File: config.mk
export PLATFORM = sky130hd
export DESIGN_NAME = seg_dyn_disp_flat
export DESIGN_NICKNAME = d
export VERILOG_FILES = /design/src/rtl/seg_dyn_disp_if.sv /design/src/rtl/seg_dyn_disp.sv /design/src/flat_wrapper.sv
export SDC_FILE = /design/constraint.sdc
export NUM_CORES = 1
export LEC_CHECK = 0
export ABC_AREA = 1
export CAP_MARGIN = 5
export CORE_MARGIN = 8
export CORE_UTILIZATION = 35
export DETAILED_ROUTE_END_ITERATION = 16
export GPL_TIMING_DRIVEN = 0
export SYNTH_ARGS = -nofsm -noshare
export SYNTH_HDL_FRONTEND = slang
export SYNTH_SLANG_ARGS = --single-unit
File: constraint.sdc
create_clock -name sys_clk -period 3.7 [get_ports sys_clk]
set_input_delay 0.555 -clock sys_clk [delete_from_list [all_inputs] [get_ports sys_clk]]
set_output_delay 0.555 -clock sys_clk [all_outputs]
set_load 0.02 [all_outputs]
File: src/rtl/seg_dyn_disp_if.sv
// Display bus for seg_dyn_disp: value/point/sign/enable inputs from the meter
// datapath and the multiplexed digit-select / segment outputs.
interface seg_dyn_disp_if;
  logic [19:0] data;
  logic [5:0]  point;
  logic        sign;
  logic        seg_en;
  logic [5:0]  sel;
  logic [7:0]  seg;

  modport master (
    output data, point, sign, seg_en,
    input  sel, seg
  );

  modport slave (
    input  data, point, sign, seg_en,
    output sel, seg
  );
endinterface

File: src/rtl/seg_dyn_disp.sv
// Six-digit multiplexed seven-segment driver: sequential double-dabble BCD
// conversion, leading-zero blanking, decimal points and minus sign.
module seg_dyn_disp #(
  parameter logic [15:0] CNT_MAX = 16'd49_999
) (
  input  logic           sys_clk,
  input  logic           sys_rst,
  seg_dyn_disp_if.slave  bus
);

  localparam logic [19:0] DATA_MAX   = 20'd999_999;
  localparam logic [4:0]  SHIFT_LAST = 5'd19;
  localparam logic [2:0]  IDX_LAST   = 3'd5;

  typedef enum logic [1:0] {
    S_IDLE  = 2'd0,
    S_SHIFT = 2'd1,
    S_DONE  = 2'd2
  } state_t;

  state_t      r_state;
  logic [19:0] r_bin;
  logic [23:0] r_bcd;
  logic [4:0]  r_shcnt;
  logic        r_sign_snap;
  logic [5:0]  r_point_snap;

  logic [23:0] r_disp_dig;
  logic        r_disp_sign;
  logic [5:0]  r_disp_point;

  logic [15:0] r_cnt;
  logic [2:0]  r_idx;
  logic [5:0]  r_sel;
  logic [7:0]  r_seg;

  logic [23:0] w_bcd_adj;
  logic [2:0]  w_hi;
  logic [3:0]  w_cur_dig;
  logic        w_cur_dp;
  logic [5:0]  w_sel_nxt;
  logic [7:0]  w_glyph;
  logic [7:0]  w_seg_nxt;

  function automatic logic [23:0] f_add3(input logic [23:0] bcd);
    logic [23:0] res;
    res = bcd;
    for (int i = 0; i < 6; i++) begin
      if (bcd[i*4 +: 4] >= 4'd5) begin
        res[i*4 +: 4] = bcd[i*4 +: 4] + 4'd3;
      end else begin
        res[i*4 +: 4] = bcd[i*4 +: 4];
      end
    end
    return res;
  endfunction

  function automatic logic [7:0] f_seg_code(input logic [3:0] dig);
    logic [7:0] code;
    case (dig)
      4'd0:    code = 8'hC0;
      4'd1:    code = 8'hF9;
      4'd2:    code = 8'hA4;
      4'd3:    code = 8'hB0;
      4'd4:    code = 8'h99;
      4'd5:    code = 8'h92;
      4'd6:    code = 8'h82;
      4'd7:    code = 8'hF8;
      4'd8:    code = 8'h80;
      4'd9:    code = 8'h90;
      default: code = 8'hFF;
    endcase
    return code;
  endfunction

  assign w_bcd_adj = f_add3(r_bcd);

  // Free-running converter: capture, 20 shift-add-3 steps, atomic display update
  always_ff @(posedge sys_clk or posedge sys_rst) begin
    if (sys_rst) begin
      r_state      <= S_IDLE;
      r_bin        <= 20'd0;
      r_bcd        <= 24'd0;
      r_shcnt      <= 5'd0;
      r_sign_snap  <= 1'b0;
      r_point_snap <= 6'd0;
      r_disp_dig   <= 24'd0;
      r_disp_sign  <= 1'b0;
      r_disp_point <= 6'd0;
    end else begin
      case (r_state)
        S_IDLE: begin
          r_bin        <= (bus.data > DATA_MAX) ? DATA_MAX : bus.data;
          r_sign_snap  <= bus.sign;
          r_point_snap <= bus.point;
          r_bcd        <= 24'd0;
          r_shcnt      <= 5'd0;
          r_state      <= S_SHIFT;
        end
        S_SHIFT: begin
          {r_bcd, r_bin} <= {w_bcd_adj, r_bin} << 1;
          if (r_shcnt == SHIFT_LAST) begin
            r_shcnt <= 5'd0;
            r_state <= S_DONE;
          end else begin
            r_shcnt <= r_shcnt + 5'd1;
          end
        end
        S_DONE: begin
          r_disp_dig   <= r_bcd;
          r_disp_sign  <= r_sign_snap;
          r_disp_point <= r_point_snap;
          r_state      <= S_IDLE;
        end
        default: begin
          r_state <= S_IDLE;
        end
      endcase
    end
  end

  // Highest digit that must be lit: top nonzero digit or top decimal point
  always_comb begin
    w_hi = 3'd0;
    for (int i = 0; i < 6; i++) begin
      if ((r_disp_dig[i*4 +: 4] != 4'd0) || r_disp_point[i]) begin
        w_hi = 3'(i);
      end else begin
        w_hi = w_hi;
      end
    end
  end

  // Pattern for the digit currently being scanned
  always_comb begin
    w_cur_dig = 4'd0;
    w_cur_dp  = 1'b0;
    w_sel_nxt = 6'd0;
    case (r_idx)
      3'd0: begin w_cur_dig = r_disp_dig[3:0];   w_cur_dp = r_disp_point[0]; w_sel_nxt = 6'b000001; end
      3'd1: begin w_cur_dig = r_disp_dig[7:4];   w_cur_dp = r_disp_point[1]; w_sel_nxt = 6'b000010; end
      3'd2: begin w_cur_dig = r_disp_dig[11:8];  w_cur_dp = r_disp_point[2]; w_sel_nxt = 6'b000100; end
      3'd3: begin w_cur_dig = r_disp_dig[15:12]; w_cur_dp = r_disp_point[3]; w_sel_nxt = 6'b001000; end
      3'd4: begin w_cur_dig = r_disp_dig[19:16]; w_cur_dp = r_disp_point[4]; w_sel_nxt = 6'b010000; end
      3'd5: begin w_cur_dig = r_disp_dig[23:20]; w_cur_dp = r_disp_point[5]; w_sel_nxt = 6'b100000; end
      default: begin w_cur_dig = 4'd0; w_cur_dp = 1'b0; w_sel_nxt = 6'd0; end
    endcase

    // Minus sits just left of the top lit digit; dropped when hi is the last digit
    if (r_idx <= w_hi) begin
      w_glyph = f_seg_code(w_cur_dig);
    end else if (r_disp_sign && (r_idx == (w_hi + 3'd1))) begin
      w_glyph = 8'hBF;
    end else begin
      w_glyph = 8'hFF;
    end

    if (w_cur_dp) begin
      w_seg_nxt = {1'b0, w_glyph[6:0]};
    end else begin
      w_seg_nxt = w_glyph;
    end
  end

  // Scan slot timer and digit index
  always_ff @(posedge sys_clk or posedge sys_rst) begin
    if (sys_rst) begin
      r_cnt <= 16'd0;
      r_idx <= 3'd0;
    end else if (r_cnt == CNT_MAX) begin
      r_cnt <= 16'd0;
      r_idx <= (r_idx >= IDX_LAST) ? 3'd0 : (r_idx + 3'd1);
    end else begin
      r_cnt <= r_cnt + 16'd1;
    end
  end

  // Registered digit select and segments, blanked while disabled
  always_ff @(posedge sys_clk or posedge sys_rst) begin
    if (sys_rst) begin
      r_sel <= 6'd0;
      r_seg <= 8'hFF;
    end else if (bus.seg_en) begin
      r_sel <= w_sel_nxt;
      r_seg <= w_seg_nxt;
    end else begin
      r_sel <= 6'd0;
      r_seg <= 8'hFF;
    end
  end

  assign bus.sel = r_sel;
  assign bus.seg = r_seg;

endmodule

File: src/flat_wrapper.sv
// flat-port wrapper written by rule: the top's interface ports become plain ports
module seg_dyn_disp_flat 
#(
  parameter logic [15:0] CNT_MAX = 16'd49_999
)
  (sys_clk, sys_rst, bus_data, bus_point, bus_sign, bus_seg_en, bus_sel, bus_seg);
  seg_dyn_disp_if bus_i ();
  input  logic sys_clk;
  input  logic sys_rst;
  input wire logic [$bits(bus_i.data)-1:0] bus_data;
  input wire logic [$bits(bus_i.point)-1:0] bus_point;
  input wire logic [$bits(bus_i.sign)-1:0] bus_sign;
  input wire logic [$bits(bus_i.seg_en)-1:0] bus_seg_en;
  output wire logic [$bits(bus_i.sel)-1:0] bus_sel;
  output wire logic [$bits(bus_i.seg)-1:0] bus_seg;
  assign bus_i.data = bus_data;
  assign bus_i.point = bus_point;
  assign bus_i.sign = bus_sign;
  assign bus_i.seg_en = bus_seg_en;
  assign bus_sel = bus_i.sel;
  assign bus_seg = bus_i.seg;
  seg_dyn_disp #(.CNT_MAX(CNT_MAX)) u_core (.sys_clk(sys_clk), .sys_rst(sys_rst), .bus(bus_i));
endmodule
## Yosys cells after proc, flatten, opt, wreduce, memory -nomap -nowiden

Memory sizes are Yosys's and may differ from the RTL's.
Cells that the tools add are included.

- Flip-flop bits (word level): 122
- Memory bits (read-only): 112
- Bits of input ports: 30
- Memories: 1

- $add $sub $neg: 10
- $lt $le $gt $ge: 9
- Eq/ne operators: 11
- Muxes and demuxes: 28
- Reductions and logical operators: 14

Memory list:

| name | depth | width | read ports | clocked after memory_dff | write ports | line | source |
|---|---|---|---|---|---|---|---|
| (name not given) | 16 | 7 | 1 | 0 | 0 | seg_dyn_disp.sv:60 | `case (dig)` |

Operators by type and width:

| kind | count |
|---|---|
| one-hot mux 24 bit (2 select lines) | 1 |
| one-hot mux 20 bit (2 select lines) | 1 |
| one-hot mux 6 bit (6 select lines) | 1 |
| >= comparator 4 x 3 -> 1 bit, second input constant | 6 |
| two-way mux 8 bit | 3 |
| one-hot mux 4 bit (6 select lines) | 1 |
| adder 4 x 2 -> 4 bit, second input constant | 5 |
| > comparator 20 bit, second input constant | 1 |
| two-way mux 20 bit | 1 |
| two-way mux 4 bit | 5 |
| nonzero test 4 bit | 5 |
| adder 16 x 1 -> 16 bit, second input constant | 1 |
| equality test 16 bit, second input constant | 1 |
| two-way mux 16 bit | 1 |
| two-way mux 3 bit | 4 |
| one-hot mux 5 bit (2 select lines) | 1 |
| two-way mux 7 bit | 1 |
| adder 3 x 1 -> 3 bit, second input constant | 2 |
| equality test 3 x 2 -> 1 bit, second input constant | 2 |
| equality test 3 bit, second input constant | 2 |
| two-way mux 2 bit | 3 |
| two-way mux 6 bit | 1 |
| one-hot mux 1 bit (6 select lines) | 1 |
| adder 5 x 1 -> 5 bit, second input constant | 1 |
| other kinds (17) | 21 |

## Depth between registers and ports, before layout

- Depth in word-level cells: 14
- Mapped depth: 15
- Gate-level depth less buffers: 15

## Worst setup path after synthesis

No wires, ideal clock.

- Path kind: register to register
- Start point: reg u_core.r_disp_point[1]
- End point: reg u_core.r_seg[6], in the netlist u_core.bus.seg[6]
- Setup time: 0.076 ns
- Arrival: 1.833 ns
- Required time: 3.624 ns
- Path slack: 1.792 ns
- Cell stages (with the launch flop): 12
- Buffers on the path: 0
- Cells stage by stage: dfrtp_1 -> or2_2 -> o41ai_1 -> nand2_1 -> nand2_1 -> nand2_1 -> ha_1 -> xor2_1 -> nor4_1 -> nand3_1 -> nand2_1 -> nand2_1

- Longest elaborated chain between the ends: 13
- Elaborated cells between the ends (all ways): 14
- Classes of those cells: 1 x add/sub; 1 x order compare; 1 x eq/ne; 9 x mux; 2 x reduce/logical

Ends and longest elaborated chain:

| item | line | source |
|---|---|---|
| from (decl) | seg_dyn_disp.sv:30 | `logic [5:0] r_disp_point;` |
| from (signal assigned) | seg_dyn_disp.sv:112 | `r_disp_point <= r_point_snap;` |
| logical OR 1 bit (*) | seg_dyn_disp.sv:126 | `if ((r_disp_dig[i*4 +: 4] != 4'd0) \|\| r_disp_point[i]) begin` |
| two-way mux 1 bit (*) | seg_dyn_disp.sv:126 |  |
| two-way mux 2 bit (*) (2 in a row) | seg_dyn_disp.sv:126 |  |
| two-way mux 3 bit (*) (2 in a row) | seg_dyn_disp.sv:126 |  |
| adder 3 x 1 -> 3 bit | seg_dyn_disp.sv:152 | `end else if (r_disp_sign && (r_idx == (w_hi + 3'd1))) begin` |
| equality test 3 bit | seg_dyn_disp.sv:152 |  |
| logical AND 1 bit | seg_dyn_disp.sv:152 |  |
| two-way mux 7 bit | seg_dyn_disp.sv:152 |  |
| two-way mux 8 bit (*) | seg_dyn_disp.sv:150 | `if (r_idx <= w_hi) begin` |
| two-way mux 8 bit (*) | seg_dyn_disp.sv:158 | `if (w_cur_dp) begin` |
| two-way mux 8 bit (*) | seg_dyn_disp.sv:183 | `end else if (bus.seg_en) begin` |
| to (signal assigned) | seg_dyn_disp.sv:185 | `r_seg <= w_seg_nxt;` |
| to (decl) | seg_dyn_disp.sv:35 | `logic [7:0] r_seg;` |

Mark *: on every way between the ends. The rest lies on a longest branch, timed or not.
A chain may end at the register's enable or synchronous reset.

## Worst setup path after layout

Ends and elaborated chain as after synthesis.

==> metrics.md <==
| Metric | Value |
|---|---|
| Row count | 48 |
| P_leak | 3.54 nW |
| Via density | 4.78 |
| Overflow after GRT | 0 |
| Nets | 861 |
| Worst path cell trace | or2_2 -> o41ai_1 -> nand2_1 -> nand2_1 -> nand2_1 -> ha_1 -> xor2_1 -> nor4_1 -> nand3_1 -> nand2_1 -> nand2_1 |
| Worst Skew | 7.44 ps |
| Post-Synthesis Cell Area | 6180 um^2 |
| Wire length of the first global-routing pass | 24.3 mm |
| Min-delay worst type | input port to async pin |
| Initial DRC Count | 268 |
| # H-tree levels | 4 |
| Crit path max fanout | 3 |
| Starting Density | 35.7% |
| Crit path max-delay family | simple AND/OR/NAND/NOR gates |
| Cell accounting for the most synthesized area | dfrtp_1 |
| Final Max Tran Viols | 0 |
| Yosys top cell area share | 46.2% |
| Peak Freq | 433 MHz |
| Syn_area_per_cell | 8.37 um^2 |
| RSZ-0062 raised after global routing | no |
| Final hold violation count | 0 |
| Antenna violations before repair | 0 |
| Sequential fraction of the synthesis area | 49.6% |
| Kind of critical path | register to register |
| Buf+Inv Stages, Crit Path | 0 |
| Maximum vdd drop | 351 uV |
| Worst slew margin relative to its limit | 64.4% |
| CTS Sinks | 122 |
| Number of synthesized register bits | 122 |
| Final Cycle Share | 62.5% |
| Setup WS post-layout | 1390 ps |
| Layout area overhead | 22.8% |
| CP startpoint kind | register |
| Post-synth EDFFs | 0 |
| DRC | 0 |
| Clk pin slew, worst setup/hold paths | 60 ps |
| Vias in the first global route | 5055 |
| Run status | finished clean |
| Die area | 22200 um^2 |
| CP peak stage delay | 420 ps |
| FFs w/ async S/R, synth | 100% |
| GRT Util Overall | 13.6% |
| Port buffer count | 43 |
| I/O pin count | 44 |
| Total of max-cap violations | 0 |
| Hold_buf cts | 0 |
| Worst setup EP type | register |
| Pre-antenna DRT Iters | 5 |
| Crit-path slowest cell | dfrtp_1 |
| CTS tree | done |
| Ys Warns | 0 |
| Pwr/cell area | 529 nW/um^2 |
| DR WL/cell | 13.3 um |
| Share of layout cells above drive strength 1 | 8.21% |
| Post-Route WL | 13.8 mm |
| Syn nets | 796 |
| Vias post-DR | 4972 |
| Worst path most repeated cell | nand2_1 |
| # diodes | 0 |
| Die Ht | 149 um |
| Core area | 17300 um^2 |
| DIE WIDTH | 149 um |
| Place WS | 1340 ps |
| Post-synthesis cell type count | 37 |
| Ranking of synthesized cells by area | dfrtp_1, nand2_1, o21ai_0 |
| Clk_lat worst skew | 420 ps |
| WP data arrival | 2660 ps |
| Detailed placer's ending HPWL | 10.3 mm |
| CTS root buf | clkbuf_16 |
| Post-route minimum period | 2310 ps |
| Mapped Cells | 738 |
| Slew @ Worst Pin | 534 ps |
| Detail Route Antenna Nets | 0 |
| Clock Path Buffers | 2 |
| Gates resized, CTS repair | 0 |
| Final setup viols | 0 |
| Final GP Congestion | 0.815 |
| Largest net degree at the start of global routing | 41 |
| Ys flop type | dfrtp_1 |
| Post-CTS setup buffer count | 0 |
| Num CTS Buffers | 17 |
| Fillcell total | 1745 |
| Req. time, crit path | 4040 ps |
| Final TNS setup | 0 ps |
## logic make-up (layout without fill, tap and decap cells)
family / count (synthesis) / after routing / synth area share (%)
AND/OR/NAND/NOR: 269 / 269 / 18.5
adder cells (fa/ha/maj): 28 / 28 / 5.67
flip-flops: 122 / 122 / 49.6
AO/OA/AOI/OAI: 166 / 166 / 15.1
XOR/XNOR: 13 / 13 / 1.84
multiplexers: 5 / 5 / 0.911
buffers and inverters: 135 / 213 / 8.38
## sequential cells by signal, indices dropped and copies added, names as in the netlist, 6 cells and up
name	cells
u_core.r_disp_dig	24
u_core.r_bin	20
u_core.r_bcd	24
u_core.bus.seg	8
u_core.r_disp_point	6
u_core.r_point_snap	6
u_core.bus.sel	6
u_core.r_cnt	16
## per-layer routing
layer / share of wire [%] / wire, um / track usage (%)
met2: 45 / 6240 / 21.5
met1: 48 / 6680 / 17.2
met5: 0 / 0 / 0
met4: 2.6 / 365 / 6.41
met3: 3.9 / 542 / 3.37
## through the flow
step | instance area (um^2) | hold WS, ps | util [%] | total power [W] | instances
floorplan | 6180 | 433 | - | 0.00204 | 738
global placement | 6890 | 455 | 39.9 | 0.00225 | 1006
detailed placement | 6950 | 452 | 40.2 | 0.00227 | 1009
CTS | 7590 | 464 | 43.9 | 0.00406 | 1041
global route | 7590 | 482 | 43.9 | 0.00423 | 1041
finish | 7590 | 464 | 43.9 | 0.00401 | 1041
## worst reg2reg max path, stage by stage, from the launching register on
cell and delay [ps]:
dfrtp_1 420, or2_2 300, o41ai_1 330, nand2_1 120
nand2_1 80, nand2_1 70, ha_1 300, xor2_1 140
nor4_1 200, nand3_1 140, nand2_1 80, nand2_1 60
## final timing paths
| path | start | end | slack, ps | depth (start not counted) |
|---|---|---|---|---|
| worst max-delay path | u_core.r_disp_point[1] | u_core.bus.seg[6] | 1390 | 11 |
| worst min-delay path | sys_rst | u_core.r_bin[8] | 460 | 2 |
| worst max register to register | u_core.r_disp_point[1] | u_core.bus.seg[6] | 1390 | 11 |
| worst min register to register | u_core.r_cnt[0] | u_core.r_cnt[0] | 470 | 1 |
| max in group asynchronous | sys_rst | u_core.bus.seg[7] | 2420 | 4 |
| min in group sys_clk | u_core.r_cnt[0] | u_core.r_cnt[0] | 470 | 1 |
## power breakdown
part | leakage [nW] | switching, W | internal (W) | total (W)
logic | 1.71 | 0.000346 | 0.000249 | 0.000594
registers | 1.52 | 0.000110 | 0.00154 | 0.00165
clock network | 0.307 | 0.000575 | 0.00120 | 0.00177
total | 3.54 | 0.00103 | 0.00298 | 0.00401
## cell usage after synthesis, types with 2 or more instances
| cell type | instances |
|---|---|
| nand2_2 | 4 |
| o22ai_1 | 17 |
| nor4_1 | 4 |
| o21ai_0 | 95 |
| inv_2 | 6 |
| ha_1 | 28 |
| inv_1 | 108 |
| o31ai_1 | 2 |
| nand4_1 | 7 |
| nand3_1 | 32 |
| xnor2_1 | 3 |
| dfstp_2 | 8 |
| o32ai_1 | 4 |
| nor3_1 | 8 |
| nand2_1 | 156 |
| o211ai_1 | 8 |
| clkbuf_1 | 16 |
| o21bai_1 | 8 |
| buf_2 | 3 |
| dfrtp_1 | 114 |
| nor3_2 | 2 |
| nor2_1 | 50 |
| a21oi_1 | 23 |
| xor2_1 | 10 |
| o21ai_1 | 4 |
| mux2_2 | 5 |
| nor2_2 | 2 |
| a22o_1 | 2 |
## cells in the final DEF, fill, tap and decap left out, types with 2 or more instances in the layout
cell	netlist	final
nand2_2	4	4
inv_2	6	6
ha_1	28	28
nor3_1	8	8
nand4_1	7	7
dfrtp_1	114	114
clkbuf_16	0	17
buf_12	0	3
clkinv_2	0	2
bufinv_16	0	4
nor3_2	2	2
clkinvlp_4	0	2
o31ai_1	2	2
clkdlybuf4s50_1	0	43
nor4_1	4	4
o21ai_0	95	95
a22o_1	2	2
clkbuf_1	16	20
nand2_1	156	156
nand3_1	32	32
nor2_2	2	2
xnor2_1	3	3
o21ai_1	4	4
o21bai_1	8	8
buf_2	3	3
mux2_2	5	5
clkbuf_8	0	4
inv_1	108	107
o22ai_1	17	17
o32ai_1	4	4
xor2_1	10	10
dfstp_2	8	8
o211ai_1	8	8
nor2_1	50	50
a21oi_1	23	23
## cell type report
class | count | area, um^2 | share of cell area, %
plain buffers | 20 | 86.3 | 1.14
clock buffers | 25 | 495 | 6.53
clock inverters | 7 | 138 | 1.81
inverters | 115 | 435 | 5.74
multi-input cells | 481 | 2600 | 34.2
flip-flops and latches | 122 | 3060 | 40.4
well taps | 225 | 282 | 3.71
repair buffers | 46 | 490 | 6.46
No activity file was read; power rests on OpenSTA's default activity.
